<file path="config.mk">
export PLATFORM = sky130hd
export DESIGN_NAME = regfile_mp_sb
export DESIGN_NICKNAME = d
export VERILOG_FILES = /design/src/rtl/regfile_mp_sb.sv
export SDC_FILE = /design/constraint.sdc
export NUM_CORES = 2
export LEC_CHECK = 0
export BUFFER_PORTS_ARGS = -buffer_cell sky130_fd_sc_hd__clkbuf_2
export CORE_MARGIN = 2
export CORE_UTILIZATION = 50
export CTS_CLUSTER_DIAMETER = 200
export DETAILED_ROUTE_END_ITERATION = 8
export MAX_ROUTING_LAYER = met4
export PLACE_DENSITY = 0.77
export SETUP_SLACK_MARGIN = 0.5
export SLEW_MARGIN = 15
export SYNTH_ARGS = -nofsm -noshare
export SYNTH_HDL_FRONTEND = slang
export SYNTH_SLANG_ARGS = --single-unit
</file>
<file path="constraint.sdc">
create_clock -name clk -period 25.5 [get_ports clk]
set_input_delay 5.1 -clock clk [delete_from_list [all_inputs] [get_ports clk]]
set_output_delay 5.1 -clock clk [all_outputs]
set_load 0.01 [all_outputs]
</file>
<file path="src/rtl/regfile_mp_sb.sv">
// regfile_mp_sb: multi-port register file with busy scoreboard.
//
// Purpose:
//   NRD combinational read ports, two write ports (A: ALU writeback,
//   B: load / multi-cycle writeback, B wins on an address collision),
//   write-to-read bypass, optional hardwired-zero register 0, and a
//   per-register busy scoreboard with an outstanding-write counter so the
//   issue stage can stall on pending multi-cycle results.
//
// Ports:
//   clk, arst                  clock, asynchronous active-high reset
//   wen_a/waddr_a/wdata_a      write port A (never touches busy)
//   wen_b/waddr_b/wdata_b      write port B (clears busy on a busy target)
//   raddr[NRD*ADDR_W]          packed read addresses, port i at [i*ADDR_W +: ADDR_W]
//   rdata[NRD*DATA_W]          packed read data, same packing
//   rbusy[NRD]                 busy flag per read port
//   sb_set/sb_addr/sb_ack      scoreboard set request and acceptance
//   pend_cnt                   number of busy registers
//   sb_full                    pend_cnt == MAX_PEND
module regfile_mp_sb #(
  parameter int DATA_W   = 16,
  parameter int ADDR_W   = 5,
  parameter int NRD      = 2,
  parameter int ZERO_REG = 1,
  parameter int MAX_PEND = 4
) (
  input  logic                             clk,
  input  logic                             arst,
  input  logic                             wen_a,
  input  logic [ADDR_W-1:0]                waddr_a,
  input  logic [DATA_W-1:0]                wdata_a,
  input  logic                             wen_b,
  input  logic [ADDR_W-1:0]                waddr_b,
  input  logic [DATA_W-1:0]                wdata_b,
  input  logic [NRD*ADDR_W-1:0]            raddr,
  output logic [NRD*DATA_W-1:0]            rdata,
  output logic [NRD-1:0]                   rbusy,
  input  logic                             sb_set,
  input  logic [ADDR_W-1:0]                sb_addr,
  output logic                             sb_ack,
  output logic [$clog2(MAX_PEND+1)-1:0]    pend_cnt,
  output logic                             sb_full
);

  localparam int N_REG = 1 << ADDR_W;
  localparam int CNT_W = $clog2(MAX_PEND + 1);
  localparam logic ZERO_EN = (ZERO_REG != 0);

  logic [DATA_W-1:0] regs_q [N_REG];
  logic [DATA_W-1:0] regs_d [N_REG];
  logic [N_REG-1:0]  busy_q, busy_d;
  logic [CNT_W-1:0]  pend_cnt_q, pend_cnt_d;

  logic wr_a_ok, wr_b_ok, clr_busy, ack_int, full_int;

  // Register 0 is read-only zero when ZERO_EN; drop writes to it.
  assign wr_a_ok  = wen_a && !(ZERO_EN && (waddr_a == '0));
  assign wr_b_ok  = wen_b && !(ZERO_EN && (waddr_b == '0));
  // Busy is never set on register 0, so no extra zero gating is needed here.
  assign clr_busy = wen_b && busy_q[waddr_b];
  assign full_int = (pend_cnt_q == CNT_W'(MAX_PEND));
  assign ack_int  = sb_set && !full_int && !(ZERO_EN && (sb_addr == '0))
                    && !busy_q[sb_addr];

  always_comb begin
    for (int i = 0; i < N_REG; i++) regs_d[i] = regs_q[i];
    // Port B assigned last so it wins a same-address collision.
    if (wr_a_ok) regs_d[waddr_a] = wdata_a;
    if (wr_b_ok) regs_d[waddr_b] = wdata_b;
  end

  always_comb begin
    busy_d = busy_q;
    // Set and clear can never hit the same address (ack needs !busy,
    // clear needs busy), so their order does not matter.
    if (ack_int)  busy_d[sb_addr] = 1'b1;
    if (clr_busy) busy_d[waddr_b] = 1'b0;
    pend_cnt_d = pend_cnt_q + CNT_W'(ack_int) - CNT_W'(clr_busy);
  end

  always_ff @(posedge clk or posedge arst) begin
    if (arst) begin
      for (int i = 0; i < N_REG; i++) regs_q[i] <= '0;
      busy_q     <= '0;
      pend_cnt_q <= '0;
    end else begin
      for (int i = 0; i < N_REG; i++) regs_q[i] <= regs_d[i];
      busy_q     <= busy_d;
      pend_cnt_q <= pend_cnt_d;
    end
  end

  // Outputs are forced quiet while reset is held, even though the
  // combinational bypass paths would otherwise still be live.
  assign sb_ack   = ack_int && !arst;
  assign sb_full  = full_int && !arst;
  assign pend_cnt = pend_cnt_q;

  for (genvar gi = 0; gi < NRD; gi++) begin : g_rd
    logic [ADDR_W-1:0] ra;
    logic              is_zero;
    logic [DATA_W-1:0] rd_val;

    assign ra      = raddr[gi*ADDR_W +: ADDR_W];
    assign is_zero = ZERO_EN && (ra == '0);

    always_comb begin
      rd_val = regs_q[ra];
      if (wen_a && (waddr_a == ra)) rd_val = wdata_a;
      if (wen_b && (waddr_b == ra)) rd_val = wdata_b;
      if (is_zero || arst)          rd_val = '0;
    end

    assign rdata[gi*DATA_W +: DATA_W] = rd_val;
    // A clearing writeback in flight makes the register look ready now,
    // matching the bypassed rdata.
    assign rbusy[gi] = busy_q[ra] && !(wen_b && (waddr_b == ra))
                       && !is_zero && !arst;
  end

endmodule

</file>
-- Yosys cells after proc, flatten, opt, wreduce, memory -nomap -nowiden
Index checks and enable logic that the tools add are counted.
Widths: inputs -> output; s select.
- order comparisons: 12
- multiplexer cells: 34
- shifts and indexed selects: 0
- bitwise operators: 7
- reduce and logical (&&, ||, !) cells: 39
- eq/ne operators: 5
- multipliers: 0
- add/subtract/negate cells: 2
- divide/modulo/power cells: 0
- operator list (operator ; number):
    $bwmux 512 ; 2
    $mux 512 ; 2
    $mux 16 ; 12
    $bmux 16 s5 ; 2
    $demux 16 s5 ; 2
    $mux 32 ; 2
    $and 32x32->32 ; 1
    $not 32->32 ; 1
    $or 32x32->32 ; 1
    $logic_not 5->1 ; 5
    $ge 6x6->1 const B ; 4
    $lt 5x6->1 const B ; 4
    $not 5->6 ; 4
    $logic_and 1x1->1 ; 22
    $bmux 1 s5 ; 4
    $eq 5x5->1 ; 4
    $lt 6x1->1 const B ; 2
    $demux 1 s5 ; 2
    $ge 5x1->1 const B ; 2
    $logic_not 1->1 ; 10
    $mux 1 ; 6
    $add 3x1->3 ; 1
    $eq 3x3->1 const B ; 1
    $sub 3x1->3 ; 1
    $logic_or 1x1->1 ; 2
- RAM bits: 0
- register bits: 547
- bits of input ports: 62
- bits in read-only memories: 0
- word-level logic and storage cells: 133
- memories: 0
- output and inout port bits: 39
- bits in latches: 0

-- Logic depth before layout (Yosys ltp)
- depth after elaboration: 9
- depth in mapped cells: 12

-- Least setup slack after synthesis
Ideal clock, no wire load.
- path type: input to output
- from: input port arst
- to: output port rdata[0]
- arrival: 19385 ps
- stages: 4
- path buffers: 0
- slack: 1015 ps
- cell sequence: inv_1 -> nand4_1 -> nand2b_1 -> nand3_1
- cells in the longest elaborated chain, start to end: 2
- RTL lines (element ; line ; RTL):
    from (decl) ; 28 ; input logic arst,
    $logic_or 1x1->1 ; 111 ; if (is_zero || arst) rd_val = '0;
    $mux 16 ; 111 ;
    to (decl) ; 36 ; output logic [NRD*DATA_W-1:0] rdata,
Every way passes these cells.

-- Final worst setup path
- from: input port raddr[0]
- to: output port rdata[3]
- cells in the longest elaborated chain, start to end: 7
- elaborated cells on any way between the ends: 13
- those cells by class: 2 x eq/ne; 6 x mux; 1 x bitwise; 4 x reduce/logical
- RTL lines (element ; line ; RTL):
    from (decl) ; 35 ; input logic [NRD*ADDR_W-1:0] raddr,
    $not 5->6 (implied by the code) ; 108 ; rd_val = regs_q[ra];
    $bmux 16 s5 ; 108 ;
    $mux 16 (implied by the code) (2 in a row) ; 108 ;
    $mux 16 ; 109 ; if (wen_a && (waddr_a == ra)) rd_val = wdata_a;
    $mux 16 ; 110 ; if (wen_b && (waddr_b == ra)) rd_val = wdata_b;
    $mux 16 (*) ; 111 ;
Mark *: on every way between the ends. The rest lies on a longest branch, timed or not. The select of a mux whose other input is x is not followed.

==> flow_summary.toml <==
[sta]
hold_violations = 0
period_share = 0.576
tns_ps = 0
worst_clock_skew_ps = 4.46
finalSetupViolCount = 0
fin_ws_ps = 10810
worst_pin_slew_ps = 1230
fmax_mhz = 68.1
period_minus_slack_ps = 14690
slew_headroom = 0.180
maxSlewViolCount = 0
rsz0062_at_grt = "false"

[worst_setup_path]
r2r_cells = 10
crit_fanout = 69
timing.rr.start = "busy_q[19]"
end_kind = "output pin"
reg2reg_setup_slack_ps = 22210
crit_arrival_ps = 9590
slowest_delay_ps = 820
crit_top_cell = "buf_4"
crit_chain = "buf_8 -> buf_4 -> buf_4 -> xnor2_1 -> nand2_1 -> a311oi_2 -> and2_1 -> a22oi_1 -> nand3_1 -> clkbuf_2"
cp-start-kind = "input port"
required_ps = 20400
crit_type = "input port to output pin"
cp_slowest_cell = "buf_4"
reg2reg_to = "pend_cnt[2]"
crit_family = "buffers and inverters"
cp_num_buf_inv = 4

[floorplanning]
die_w_microns = 271
die_height_microns = 271
rows = 97
start_util = 0.506
die_area_sq_um = 73200
ios = 101
core_area_sq_um = 70100

[logic_synthesis]
synthesis.nets = 3542
yosys_warnings = 0
ys_top_cells_by_area = "dfrtp_1, mux4_2, mux2i_1"
ys_seq_area_frac = 0.385
async_flop_share = 1.00
yosysTopAreaCell = "dfrtp_1"
ys_ff_latch = 547
syn_avg_cell_area_sq_um = 10.2
synth_edf_count = 0
synthesis.instances = 3477
synth_top_area_share = 0.385
ys.flop_type = "dfrtp_1"
synth.distinct_cells = 70
netlist_area_sq_um = 35500

[route]
route.detailed.wl_per_inst_microns = 28.6
drt_pass1_iterations = 6
antenna_left = 0
wirelength_mm = 123
drt_iter0_drc = 4789
num_vias = 30100
post-route-drc-count = 0
vias_per_cell = 6.99

[grt]
overflow = 0
grt_first_pass_wirelength_mm = 183
grt_usage = 0.339
grt_max_degree = 110
grt_pass1_vias = 28800
antenna_found_initial = 13

[cts]
clock-root-buffer = "clkbuf_16"
clock_latency_ps = 640
clkTransAtPathRegs_ps = 60
cts_resized = 0
numCtsBuffers = 57
clk_path_buf_depth = 3
cts_sinks = 547
cts_setup_buffers = 0
tritoncts = "built"
ctsHoldBuffers = 0
cts_max_level = 2

[layout]
fin_area_sq_um = 38000
fill_cells = 6076
final_cell_mix = "mux2i_1, dfrtp_1, nor2_1, a21oi_1, nand2_1"
multi_input_area_sq_um = 19900
fin_util = 0.542
final_common_cell = "mux2i_1"
drive_gt1_frac = 0.179
nets = 3376
seq_area_sq_um = 13700
syn2layout_area_growth_pct = 7.06

[worst_hold_path]
hp-class = "flop to flop"
worstHoldStart = "regs_q[500]"
hold_path_depth = 0
hold_end = "regs_q[500]"

[pwr]
p_leak_nw = 15.9
powerDensity_nw_per_um2 = 78.6
peakVddDrop_v = 0.0000636

[place]
dpl_cell_area_sq_um = 36100
io_buffers = 100
gp_congestion = 0.958
dp.final_hpwl_mm = 72.8
pre_cts_ws_ps = 10780

[run]
drv_cap = 0

[status]
outcome = "completed"
==> per-stage QoR <==
stage	std cells	hold WS [ps]	total power [mW]
final	4302	399	2.99
after global routing	4302	408	3.10
after CTS	4290	399	2.96
after detailed placement	4191	384	2.09
after global placement	4191	379	2.05
after floorplan	3477	441	1.86
==> layout make-up <==
cell class / count / share of cell area
multi-input cells: 2496 / 0.525
flip-flops and latches: 547 / 0.360
clock buffers: 77 / 0.0413
repair buffers: 193 / 0.0327
well taps: 940 / 0.0309
clock inverters: 22 / 0.00793
inverters: 16 / 0.00178
diodes: 11 / 0.000724
==> flip-flops by register name, indices dropped and copies added, names as in the netlist <==
name	count
regs_q	512
pend_cnt	3
busy_q	32
==> worst max-delay path by stage <==
stage | from | to | slack (ps) | depth (start not counted)
finish | raddr[0] | rdata[3] | 10810 | 10
global route | raddr[0] | rdata[3] | 10610 | 10
floorplan | arst | rdata[0] | 1020 | 4
detailed placement | raddr[0] | rdata[12] | 10780 | 9
CTS | raddr[0] | rdata[12] | 10760 | 9
global placement | raddr[0] | rdata[12] | 10800 | 9
==> synth_stat cells (6+ instances only) <==
cell	instances
a211oi_1	31
a21oi_1	354
a22oi_1	19
a31oi_1	52
buf_1	42
buf_2	62
buf_4	24
buf_6	12
clkbuf_1	256
clkbuf_2	17
dfrtp_1	547
inv_1	15
mux2_2	6
mux2i_1	559
mux4_2	261
nand2_1	290
nand2b_1	28
nand3_1	24
nor2_1	380
nor2_2	8
nor2b_1	24
nor3_1	35
nor3b_1	8
nor4_1	12
o21ai_0	246
o221ai_1	14
o22ai_1	44
xnor2_1	9
xor2_1	13
==> layer usage <==
metal / up-vias / track usage / routed length (microns)
met5: - / - / 0
met4: 0 / 0.191 / 8500
met3: 617 / 0.112 / 17600
met2: 2602 / 0.473 / 52300
met1: 14500 / 0.432 / 44600
li1: 12300 / - / -
==> power breakdown <==
group,internal [mW],switching (mW),total (mW)
Combinational,0.418,0.391,0.809
Clock,0.492,0.377,0.869
Sequential,1.10,0.211,1.31
==> worst register-to-register path, delay by kind of cell (launching register included) <==
family / cells / cell delay, ps
buffers and inverters: 1 / 40
AND/OR/NAND/NOR: 2 / 710
adder cells (fa/ha/maj): 3 / 910
XOR/XNOR: 1 / 140
AO/OA/AOI/OAI: 2 / 470
flip-flops: 1 / 420
multiplexers: 1 / 490
==> cell families (layout without fill, tap and decap cells) <==
| group | after synthesis | after routing | share of synthesized area |
|---|---|---|---|
| buffers and inverters | 434 | 308 | 0.0553 |
| other | 0 | 11 | 0 |
| adder cells (fa/ha/maj) | 3 | 3 | 0.00127 |
| multiplexers | 831 | 831 | 0.327 |
| XOR/XNOR | 22 | 22 | 0.00543 |
| flip-flops | 547 | 547 | 0.385 |
| AO/OA/AOI/OAI | 793 | 793 | 0.124 |
| AND/OR/NAND/NOR | 847 | 847 | 0.102 |
Note: power is estimated with default switching activity, not from simulation.
